<file path="src/rtl/sipo_ctrl_pkg.sv">
// ---------------------------------------------------------------------------
// sipo_ctrl_pkg
// Shared definitions for the serial-in / parallel-out receive controller:
//   state_e          - receive FSM state encoding (IDLE, SHIFT, PARITY)
//   PARITY_NONE/EVEN - values accepted by the PARITY_EN parameter
//   even_parity_err  - even-parity check over a zero-extended data word
// ---------------------------------------------------------------------------
package sipo_ctrl_pkg;

  typedef enum logic [1:0] {
    ST_IDLE   = 2'd0,
    ST_SHIFT  = 2'd1,
    ST_PARITY = 2'd2
  } state_e;

  localparam int PARITY_NONE = 0;
  localparam int PARITY_EVEN = 1;

  // Returns 1 when data bits plus the received parity bit hold an odd count
  // of ones, i.e. the even-parity check fails. Callers zero-extend the word,
  // which does not change its XOR reduction.
  function automatic logic even_parity_err(input logic [31:0] word, input logic pbit);
    return (^word) ^ pbit;
  endfunction

endpackage

</file>
<file path="src/rtl/sipo_rx_ctrl_if.sv">
// ---------------------------------------------------------------------------
// sipo_rx_ctrl_if
// Bundles the serial input, output handshake and status of sipo_rx_ctrl.
//   start      - frame-start strobe
//   sdata      - serial data bit, LSB first
//   sbit_en    - bit strobe qualifying sdata
//   busy       - frame in progress
//   par_data   - received parallel word (WIDTH bits)
//   par_valid  - par_data / parity_err valid
//   par_ready  - consumer accepts par_data
//   parity_err - parity mismatch of the held word
//   overrun    - sticky dropped-frame flag
//   clr_ovr    - clears overrun
// Modports: master = the side feeding bits and consuming words,
//           slave  = the receiver itself.
// ---------------------------------------------------------------------------
interface sipo_rx_ctrl_if #(
  parameter int WIDTH = 8
);

  logic             start;
  logic             sdata;
  logic             sbit_en;
  logic             busy;
  logic [WIDTH-1:0] par_data;
  logic             par_valid;
  logic             par_ready;
  logic             parity_err;
  logic             overrun;
  logic             clr_ovr;

  modport master (
    output start, sdata, sbit_en, par_ready, clr_ovr,
    input  busy, par_data, par_valid, parity_err, overrun
  );

  modport slave (
    input  start, sdata, sbit_en, par_ready, clr_ovr,
    output busy, par_data, par_valid, parity_err, overrun
  );

endinterface

</file>
<file path="src/rtl/sipo_shreg.sv">
// ---------------------------------------------------------------------------
// sipo_shreg
// WIDTH-bit enabled serial-in parallel-out register. Each enabled cycle
// shifts sin_i into the MSB and moves the word right, so the first bit
// received ends up in bit 0 after WIDTH shifts.
//   clk   - clock, rising edge
//   reset - asynchronous, active-high; clears the register
//   en_i  - shift enable
//   sin_i - serial input
//   q_o   - parallel register contents
// ---------------------------------------------------------------------------
module sipo_shreg #(
  parameter int WIDTH = 8
) (
  input  logic             clk,
  input  logic             reset,
  input  logic             en_i,
  input  logic             sin_i,
  output logic [WIDTH-1:0] q_o
);

  logic [WIDTH-1:0] q_q;
  logic [WIDTH-1:0] q_d;

  // Next value: shift right with new bit at the MSB, or hold.
  always_comb begin
    if (en_i) begin
      q_d = {sin_i, q_q[WIDTH-1:1]};
    end else begin
      q_d = q_q;
    end
  end

  // Register with asynchronous clear.
  always_ff @(posedge clk or posedge reset) begin
    if (reset) begin
      q_q <= {WIDTH{1'b0}};
    end else begin
      q_q <= q_d;
    end
  end

  assign q_o = q_q;

endmodule

</file>
<file path="src/rtl/sipo_rx_ctrl.sv">
// ---------------------------------------------------------------------------
// sipo_rx_ctrl
// Serial receive controller: after a start strobe it collects WIDTH bits
// (LSB first) on sbit_en strobes, optionally checks one even-parity bit,
// and hands the word to a valid/ready output register. A word completing
// while the output is still occupied and not being accepted is dropped and
// the sticky overrun flag is raised.
//   clk   - clock, rising edge
//   reset - asynchronous, active-high
//   bus   - sipo_rx_ctrl_if slave modport (start, sdata, sbit_en, busy,
//           par_data, par_valid, par_ready, parity_err, overrun, clr_ovr)
// Parameters:
//   WIDTH     - data bits per frame (2..32)
//   PARITY_EN - PARITY_EVEN expects a parity bit after the data,
//               PARITY_NONE completes the frame on the last data bit
// ---------------------------------------------------------------------------
module sipo_rx_ctrl
  import sipo_ctrl_pkg::*;
#(
  parameter int WIDTH     = 8,
  parameter int PARITY_EN = 1
) (
  input  logic           clk,
  input  logic           reset,
  sipo_rx_ctrl_if.slave  bus
);

  localparam int CNT_W = $clog2(WIDTH + 1);
  localparam logic [CNT_W-1:0] LAST_BIT = CNT_W'(WIDTH - 1);

  state_e           state_q;
  logic [CNT_W-1:0] cnt_q;
  logic             busy_q;

  logic             shift_en_s;
  logic             last_data_s;
  logic [WIDTH-1:0] shreg_s;
  logic             done_s;
  logic [WIDTH-1:0] word_s;
  logic             perr_s;
  logic             load_s;
  logic             drop_s;

  logic [WIDTH-1:0] par_data_q;
  logic [WIDTH-1:0] par_data_d;
  logic             par_valid_q;
  logic             par_valid_d;
  logic             parity_err_q;
  logic             parity_err_d;
  logic             overrun_q;
  logic             overrun_d;

  // Bits are only sampled in SHIFT; the start cycle never shifts.
  assign shift_en_s  = (state_q == ST_SHIFT) && bus.sbit_en;
  assign last_data_s = shift_en_s && (cnt_q == LAST_BIT);

  sipo_shreg #(
    .WIDTH (WIDTH)
  ) u_shreg (
    .clk   (clk),
    .reset (reset),
    .en_i  (shift_en_s),
    .sin_i (bus.sdata),
    .q_o   (shreg_s)
  );

  // Frame completion and the word/parity result it delivers. Without parity
  // the frame ends on the last data strobe, so the word is the register's
  // next value rather than its current contents.
  always_comb begin
    done_s = 1'b0;
    word_s = shreg_s;
    case (state_q)
      ST_SHIFT: begin
        if (last_data_s && (PARITY_EN != PARITY_EVEN)) begin
          done_s = 1'b1;
          word_s = {bus.sdata, shreg_s[WIDTH-1:1]};
        end else begin
          done_s = 1'b0;
        end
      end
      ST_PARITY: begin
        if (bus.sbit_en) begin
          done_s = 1'b1;
        end else begin
          done_s = 1'b0;
        end
      end
      default: begin
        done_s = 1'b0;
      end
    endcase
    if (PARITY_EN == PARITY_EVEN) begin
      perr_s = even_parity_err(32'(word_s), bus.sdata);
    end else begin
      perr_s = 1'b0;
    end
  end

  // Receive FSM with bit counter and registered busy flag.
  always_ff @(posedge clk or posedge reset) begin
    if (reset) begin
      state_q <= ST_IDLE;
      cnt_q   <= {CNT_W{1'b0}};
      busy_q  <= 1'b0;
    end else begin
      case (state_q)
        ST_IDLE: begin
          if (bus.start) begin
            state_q <= ST_SHIFT;
            cnt_q   <= {CNT_W{1'b0}};
            busy_q  <= 1'b1;
          end else begin
            state_q <= ST_IDLE;
            busy_q  <= 1'b0;
          end
        end
        ST_SHIFT: begin
          if (bus.sbit_en) begin
            // Counter stops at WIDTH; it is reloaded on the next start.
            cnt_q <= cnt_q + CNT_W'(1);
            if (cnt_q == LAST_BIT) begin
              if (PARITY_EN == PARITY_EVEN) begin
                state_q <= ST_PARITY;
                busy_q  <= 1'b1;
              end else begin
                state_q <= ST_IDLE;
                busy_q  <= 1'b0;
              end
            end else begin
              state_q <= ST_SHIFT;
              busy_q  <= 1'b1;
            end
          end else begin
            state_q <= ST_SHIFT;
            busy_q  <= 1'b1;
          end
        end
        ST_PARITY: begin
          if (bus.sbit_en) begin
            state_q <= ST_IDLE;
            busy_q  <= 1'b0;
          end else begin
            state_q <= ST_PARITY;
            busy_q  <= 1'b1;
          end
        end
        default: begin
          state_q <= ST_IDLE;
          cnt_q   <= {CNT_W{1'b0}};
          busy_q  <= 1'b0;
        end
      endcase
    end
  end

  // A completed word may enter the output stage if it is empty or being
  // drained this cycle; otherwise it is dropped and counted as overrun.
  assign load_s = done_s && (!par_valid_q || bus.par_ready);
  assign drop_s = done_s && par_valid_q && !bus.par_ready;

  // Output stage and sticky overrun next-state.
  always_comb begin
    par_data_d   = par_data_q;
    parity_err_d = parity_err_q;
    par_valid_d  = par_valid_q;
    overrun_d    = overrun_q;
    if (load_s) begin
      par_data_d   = word_s;
      parity_err_d = perr_s;
      par_valid_d  = 1'b1;
    end else if (par_valid_q && bus.par_ready) begin
      par_valid_d  = 1'b0;
    end else begin
      par_valid_d  = par_valid_q;
    end
    // Set has priority over a simultaneous clear.
    if (drop_s) begin
      overrun_d = 1'b1;
    end else if (bus.clr_ovr) begin
      overrun_d = 1'b0;
    end else begin
      overrun_d = overrun_q;
    end
  end

  // Output stage registers.
  always_ff @(posedge clk or posedge reset) begin
    if (reset) begin
      par_data_q   <= {WIDTH{1'b0}};
      par_valid_q  <= 1'b0;
      parity_err_q <= 1'b0;
      overrun_q    <= 1'b0;
    end else begin
      par_data_q   <= par_data_d;
      par_valid_q  <= par_valid_d;
      parity_err_q <= parity_err_d;
      overrun_q    <= overrun_d;
    end
  end

  assign bus.busy       = busy_q;
  assign bus.par_data   = par_data_q;
  assign bus.par_valid  = par_valid_q;
  assign bus.parity_err = parity_err_q;
  assign bus.overrun    = overrun_q;

endmodule

</file>
<file path="src/flat_wrapper.sv">
// flat-port wrapper written by rule: the top's interface ports become plain ports
module sipo_rx_ctrl_flat import sipo_ctrl_pkg::*;
#(
  parameter int WIDTH     = 8,
  parameter int PARITY_EN = 1
)
  (clk, reset, bus_start, bus_sdata, bus_sbit_en, bus_par_ready, bus_clr_ovr, bus_busy, bus_par_data, bus_par_valid, bus_parity_err, bus_overrun);
  sipo_rx_ctrl_if #(.WIDTH(WIDTH)) bus_i ();
  input  logic clk;
  input  logic reset;
  input wire logic [$bits(bus_i.start)-1:0] bus_start;
  input wire logic [$bits(bus_i.sdata)-1:0] bus_sdata;
  input wire logic [$bits(bus_i.sbit_en)-1:0] bus_sbit_en;
  input wire logic [$bits(bus_i.par_ready)-1:0] bus_par_ready;
  input wire logic [$bits(bus_i.clr_ovr)-1:0] bus_clr_ovr;
  output wire logic [$bits(bus_i.busy)-1:0] bus_busy;
  output wire logic [$bits(bus_i.par_data)-1:0] bus_par_data;
  output wire logic [$bits(bus_i.par_valid)-1:0] bus_par_valid;
  output wire logic [$bits(bus_i.parity_err)-1:0] bus_parity_err;
  output wire logic [$bits(bus_i.overrun)-1:0] bus_overrun;
  assign bus_i.start = bus_start;
  assign bus_i.sdata = bus_sdata;
  assign bus_i.sbit_en = bus_sbit_en;
  assign bus_i.par_ready = bus_par_ready;
  assign bus_i.clr_ovr = bus_clr_ovr;
  assign bus_busy = bus_i.busy;
  assign bus_par_data = bus_i.par_data;
  assign bus_par_valid = bus_i.par_valid;
  assign bus_parity_err = bus_i.parity_err;
  assign bus_overrun = bus_i.overrun;
  sipo_rx_ctrl #(.WIDTH(WIDTH), .PARITY_EN(PARITY_EN)) u_core (.clk(clk), .reset(reset), .bus(bus_i));
endmodule
</file>
<file path="config.mk">
export PLATFORM = sky130hd
export DESIGN_NAME = sipo_rx_ctrl_flat
export DESIGN_NICKNAME = d
export VERILOG_FILES = /design/src/rtl/sipo_ctrl_pkg.sv /design/src/rtl/sipo_rx_ctrl_if.sv /design/src/rtl/sipo_shreg.sv /design/src/rtl/sipo_rx_ctrl.sv /design/src/flat_wrapper.sv
export SDC_FILE = /design/constraint.sdc
export NUM_CORES = 1
export LEC_CHECK = 0
export BUFFER_PORTS_ARGS = -buffer_cell sky130_fd_sc_hd__buf_2
export CORE_MARGIN = 10
export CORE_UTILIZATION = 40
export DETAILED_ROUTE_END_ITERATION = 16
export HOLD_SLACK_MARGIN = 0.02
export MAX_ROUTING_LAYER = met4
export SLEW_MARGIN = 20
export SYNTH_ARGS = -nofsm -noshare
export SYNTH_HDL_FRONTEND = slang
export SYNTH_SLANG_ARGS = --single-unit
</file>
<file path="constraint.sdc">
create_clock -name clk -period 2.4 [get_ports clk]
set_input_delay 0.12 -clock clk [delete_from_list [all_inputs] [get_ports clk]]
set_output_delay 0.12 -clock clk [all_outputs]
set_load 0.05 [all_outputs]
</file>
* Yosys cells after proc, flatten, opt, wreduce, memory -nomap -nowiden *
Cells that the tools add are included.
Widths: inputs -> output; s select.

word-level totals
  input port bits = 7
  flip-flop bits (word level) = 26
  output and inout bits = 12

cells by class
  bitwise gates (word level) = 2
  reduce and logical (&&, ||, !) cells = 13
  muxes and demuxes = 17
  add/sub/neg operators = 1
  equality and inequality tests = 5

operators with widths
  cell                 count
  $reduce_xor 32->1    1
  $pmux 4 s3           1
  $mux 1               9
  $mux 4               2
  $mux 2               3
  $pmux 2 s3           1
  $logic_and 1x1->1    5
  $add 4x1->4 const B  1
  $eq 4x3->1 const B   1
  $ne 2x2->1 const B   2
  $reduce_bool 2->1    2
  $pmux 1 s3           1
  $reduce_and 3->1     1
  $eq 2x1->1 const B   1
  $eq 2x2->1 const B   1
  $logic_not 1->1      2
  $logic_not 2->1      1
  $logic_or 1x1->1     1
  $not 1->1            1
  $xor 1x1->1          1

* Logic depth before layout (Yosys ltp) *
  word-level depth = 5
  mapped depth = 5
  gate-level depth less buffers = 4

* Cells and area by module *
From an unflattened synthesis, not the netlist that was laid out.

unflattened totals
  cell total of the unflattened synthesis = 88
  area, all modules = 1169.9 sq um

by module, submodules not included
  module        area each (sq um)  cells an instance  instances
  sipo_rx_ctrl  834.6              70                 1
  sipo_shreg    335.3              18                 1

* Worst setup path after synthesis *
Ideal clock, no wire load.

  kind = reg2reg
  start = reg u_core.par_valid_q, in the netlist u_core.bus.par_valid
  end = reg u_core.par_data_q[0], in the netlist u_core.bus.par_data[0]
  path slack = 934 ps
  stages on the path, launching flop included = 5
  data required time = 2273 ps
  arrival = 1338 ps
  setup time = 127 ps
  cell sequence = dfrtp_1 > nand2b_1 > nor2b_2 > buf_6 > mux2_1

between the ends
  cells in the longest elaborated chain, start to end = 3

ends and longest elaborated chain
  element                 RTL line             text
  start, declared         sipo_rx_ctrl.sv:46   logic par_valid_q;
  start signal, assigned  sipo_rx_ctrl.sv:196  par_valid_q <= par_valid_d;
  $logic_not 1->1         sipo_rx_ctrl.sv:159  assign load_s = done_s && (!par_valid_q || bus.par_ready);
  $logic_or 1x1->1        sipo_rx_ctrl.sv:159
  $logic_and 1x1->1       sipo_rx_ctrl.sv:159
  end signal, assigned    sipo_rx_ctrl.sv:190  par_data_q <= {WIDTH{1'b0}};
  end signal, assigned    sipo_rx_ctrl.sv:195  par_data_q <= par_data_d;
  end, declared           sipo_rx_ctrl.sv:44   logic [WIDTH-1:0] par_data_q;

No other way between the ends.
A chain may end at the register's enable or synchronous reset.

* Worst setup path after layout *
  start = reg u_core.state_q[0]
  end = reg u_core.par_data_q[4], in the netlist u_core.bus.par_data[4]

between the ends
  cells in the longest elaborated chain, start to end = 3

ends and longest elaborated chain
  element                 RTL line             text
  start, declared         sipo_rx_ctrl.sv:31   state_e state_q;
  start signal, assigned  sipo_rx_ctrl.sv:103  state_q <= ST_IDLE;
  start signal, assigned  sipo_rx_ctrl.sv:110  state_q <= ST_SHIFT;
  start signal, assigned  sipo_rx_ctrl.sv:114  state_q <= ST_IDLE;
  $eq 2x2->1              sipo_rx_ctrl.sv:73   case (state_q)
  $mux 1                  --
  $logic_and 1x1->1       sipo_rx_ctrl.sv:159

No other way between the ends.

==> results.toml <==
[run_status]
status = "finished clean"

[logic_synthesis]
yosys_warnings = 0
synth_nets = 93
seq_area_frac_synth_pct = 57.78
synth.area.top_cells = "dfrtp_1, mux2_2, mux2_1"
synth_top_area_share_pct = 57.78
syn_inst = 85
synth_top_area_cell = "dfrtp_1"
syn_area_per_cell_sq_um = 13.25
ys_types = 25
synthesis.area_sq_mm = 0.001126
synth_seq_cells = 26

[sta]
fmax_mhz = 621.4
drv_slew = 0
setup_slack_ps = 790.8
post-route-period-util_pct = 67.05
slew_headroom_pct = 37.96
setup_tns_ps = 0
hold_slack_ps = 50.95
tightestPinTransition_ps = 924.9
skew_ps = 13.97
rsz0062_at_grt = "no"
final.min_clock_period_ps = 1609
finalHoldViolations = 0
setup_viol = 0

[cts]
clockBufferDepth = 2
cts_inserted_buffers = 3
worstSkewPairLatency_ps = 330
clk_pin_slew_ps = 150
h-tree-depth = 1
ctsRootBufferMaster = "clkbuf_4"
cts.sinks = 26
cts_tree = "built"
post_cts_buffers = 0

[critical_path]
crit_type = "reg -> reg"
r2r_slack_ps = 790
cp_num_buf_inv = 0
path_max_fanout = 9
startpoint_type = "register"
critPathRequiredTime_ps = 2620
cp.arrival_ps = 1830
crit_chain = "nand3b_1 -> nor2b_2 -> mux2_1"
end_kind = "register"
crit_slowest_cell = "dfrtp_1"
slowest_delay_ps = 460
cp_top_family = "simple AND/OR/NAND/NOR gates"

[global_routing]
grt_pass1_wl_mm = 3.277
grt_max_degree = 27
grt_use_met2_pct = 13.28
use_met3_pct = 2.585
top_usage_layer = "met2"
grt_overflow = 0
antenna_found_initial = 0
grt_usage_pct = 8.039
grt_util_met1_pct = 8.466
first_global_vias = 710

[floorplan]
core_sq_mm = 0.002734
num_rows = 19
die_w_um = 73.06
start_util_pct = 41.19
io_pins = 19
die_h_um = 73.06
die_area_sq_mm = 0.005338

[power_and_ir_drop]
internal-power_mw = 1.090
power_switching_mw = 0.6226
p_sw_share_pct = 36.35
p_seq_share_pct = 42.3
power_density_mw_per_mm2 = 1306
p_comb_share_pct = 40.0
p_leak_nw = 0.6430
power_frac_clock_pct = 17.7
ir_drop_v = 0.001005

[min_path]
hold_path.class = "in -> reg"

[flow_run]
drv_cap = 0

[route]
antenna_left = 0
drt_first_pass_iters = 2
post_drt_wl_per_cell_um = 14.12
avgViaCountPerCell = 5.080
drc_errors = 0
drt_iter0_drc = 42
routed_wl_mm = 1.949
num_vias = 701

[place]
routabilityCongestion = 0.7290
hpwl_mm = 1.450
io_buffers = 18
place_ws_ps = 782.6

[final_layout]
synthToLayoutAreaGrowth_pct = 16.44
final_layout_size_suffix_gt1_share_pct = 31.78
n_fill_cell = 259
fin_util_pct = 47.96
fin_nets = 116
diodes = 0
[flip-flops by register name, indices dropped and copies added (netlist names)]
signal	flops
u_core.bus.parity_err	1
u_core.bus.overrun	1
u_core.bus.par_valid	1
u_core.state_q	2
u_core.u_shreg.q_o	8
u_core.cnt_q	4
u_core.bus.par_data	8
u_core.bus.busy	1
[through the flow]
step / cells / area (sq um) / total power [mW]
after floorplan: 85 / 1126 / 1.281
after CTS: 137 / 1301 / 1.736
after global placement: 132 / 1239 / 1.405
final: 138 / 1311 / 1.713
after global routing: 138 / 1311 / 1.830
after detailed placement: 132 / 1239 / 1.429
[power groups by stage]
stage          Clock [mW]  Combinational (mW)  Sequential, mW
5_1_grt             0.328               0.750           0.752
3_5_place_dp            0               0.692           0.737
2_1_floorplan           0               0.429           0.852
3_3_place_gp            0               0.672           0.733
4_1_cts             0.309               0.700           0.727
6_report            0.303               0.685           0.725
[final timing paths]
| kind | from | to | cells after the start |
|---|---|---|---|
| max | u_core.state_q[0] | u_core.bus.par_data[4] | 3 |
| min | bus_par_ready | u_core.bus.par_valid | 3 |
| max reg2reg | u_core.state_q[0] | u_core.bus.par_data[4] | 3 |
| min reg2reg | u_core.bus.par_data[5] | u_core.bus.par_data[5] | 1 |
| max in group asynchronous | reset | u_core.u_shreg.q_o[2] | 3 |
| min in group asynchronous | reset | u_core.cnt_q[0] | 3 |
[tightest hold or removal path, delay by kind of cell]
| kind | cells | cell delay, ps |
|---|---|---|
| AND/OR/NAND/NOR | 2 | 170 |
| buffers and inverters | 1 | 70 |
[cell type report]
type	count	area [sq um]	area share, %
multi-input cells	54	447.9	34.16
repair buffers	20	110.1	8.397
clock buffers	3	22.52	1.718
flip-flops and latches	26	650.6	49.62
inverters	3	11.26	0.8588
well taps	31	38.79	2.958
clock inverters	1	30.03	2.290
[timing repair]
item / 4_1_cts / 5_1_grt
endpoints found under the hold margin: 1 / 26
hold buffers: 1 / 1
resized for setup: 0 / 0
[per-layer routing]
layer  wire length, um  vias to the layer above
met2              1026                        9
met4                22                        0
met5                 0                        -
met3                97                        2
met1               802                      353
li1                  -                      337
[synth_stat cells, drive strengths merged]
cell type  number
ha              1
nor2b           1
nand3           1
xnor2           6
buf             2
nand3b          1
dfrtp          26
nor2            2
o21ai           5
xnor3           1
xor2            3
nor3            1
nand4           2
mux2i           1
nand2b          1
nand2           7
inv             3
a21oi           1
or3             1
o31ai           1
o22ai           1
mux2           17
[kinds of logic (layout without fill, tap and decap cells)]
kind of cell,after synthesis,in the layout,synth area share [%]
buffers and inverters,5,27,2.444
AOI/OAI and AO/OA,8,8,3.889
and+or+nand+nor,17,17,7.556
adders and majority gates,1,1,1.111
muxes,18,18,18.22
DFF,26,26,57.78
xor gates and xnor gates,10,10,9.000
[cell usage in the layout, fill, tap and decap left out, drive strengths merged, types with 2 or more instances in the layout]
master / count
dfrtp: 26
o21ai: 5
mux2: 17
clkbuf: 3
xnor2: 6
buf: 18
xor2: 3
nor2: 2
nand4: 2
inv: 2
dlygate4sd3: 2
nand2: 7
(Power assumes the default switching activity.)
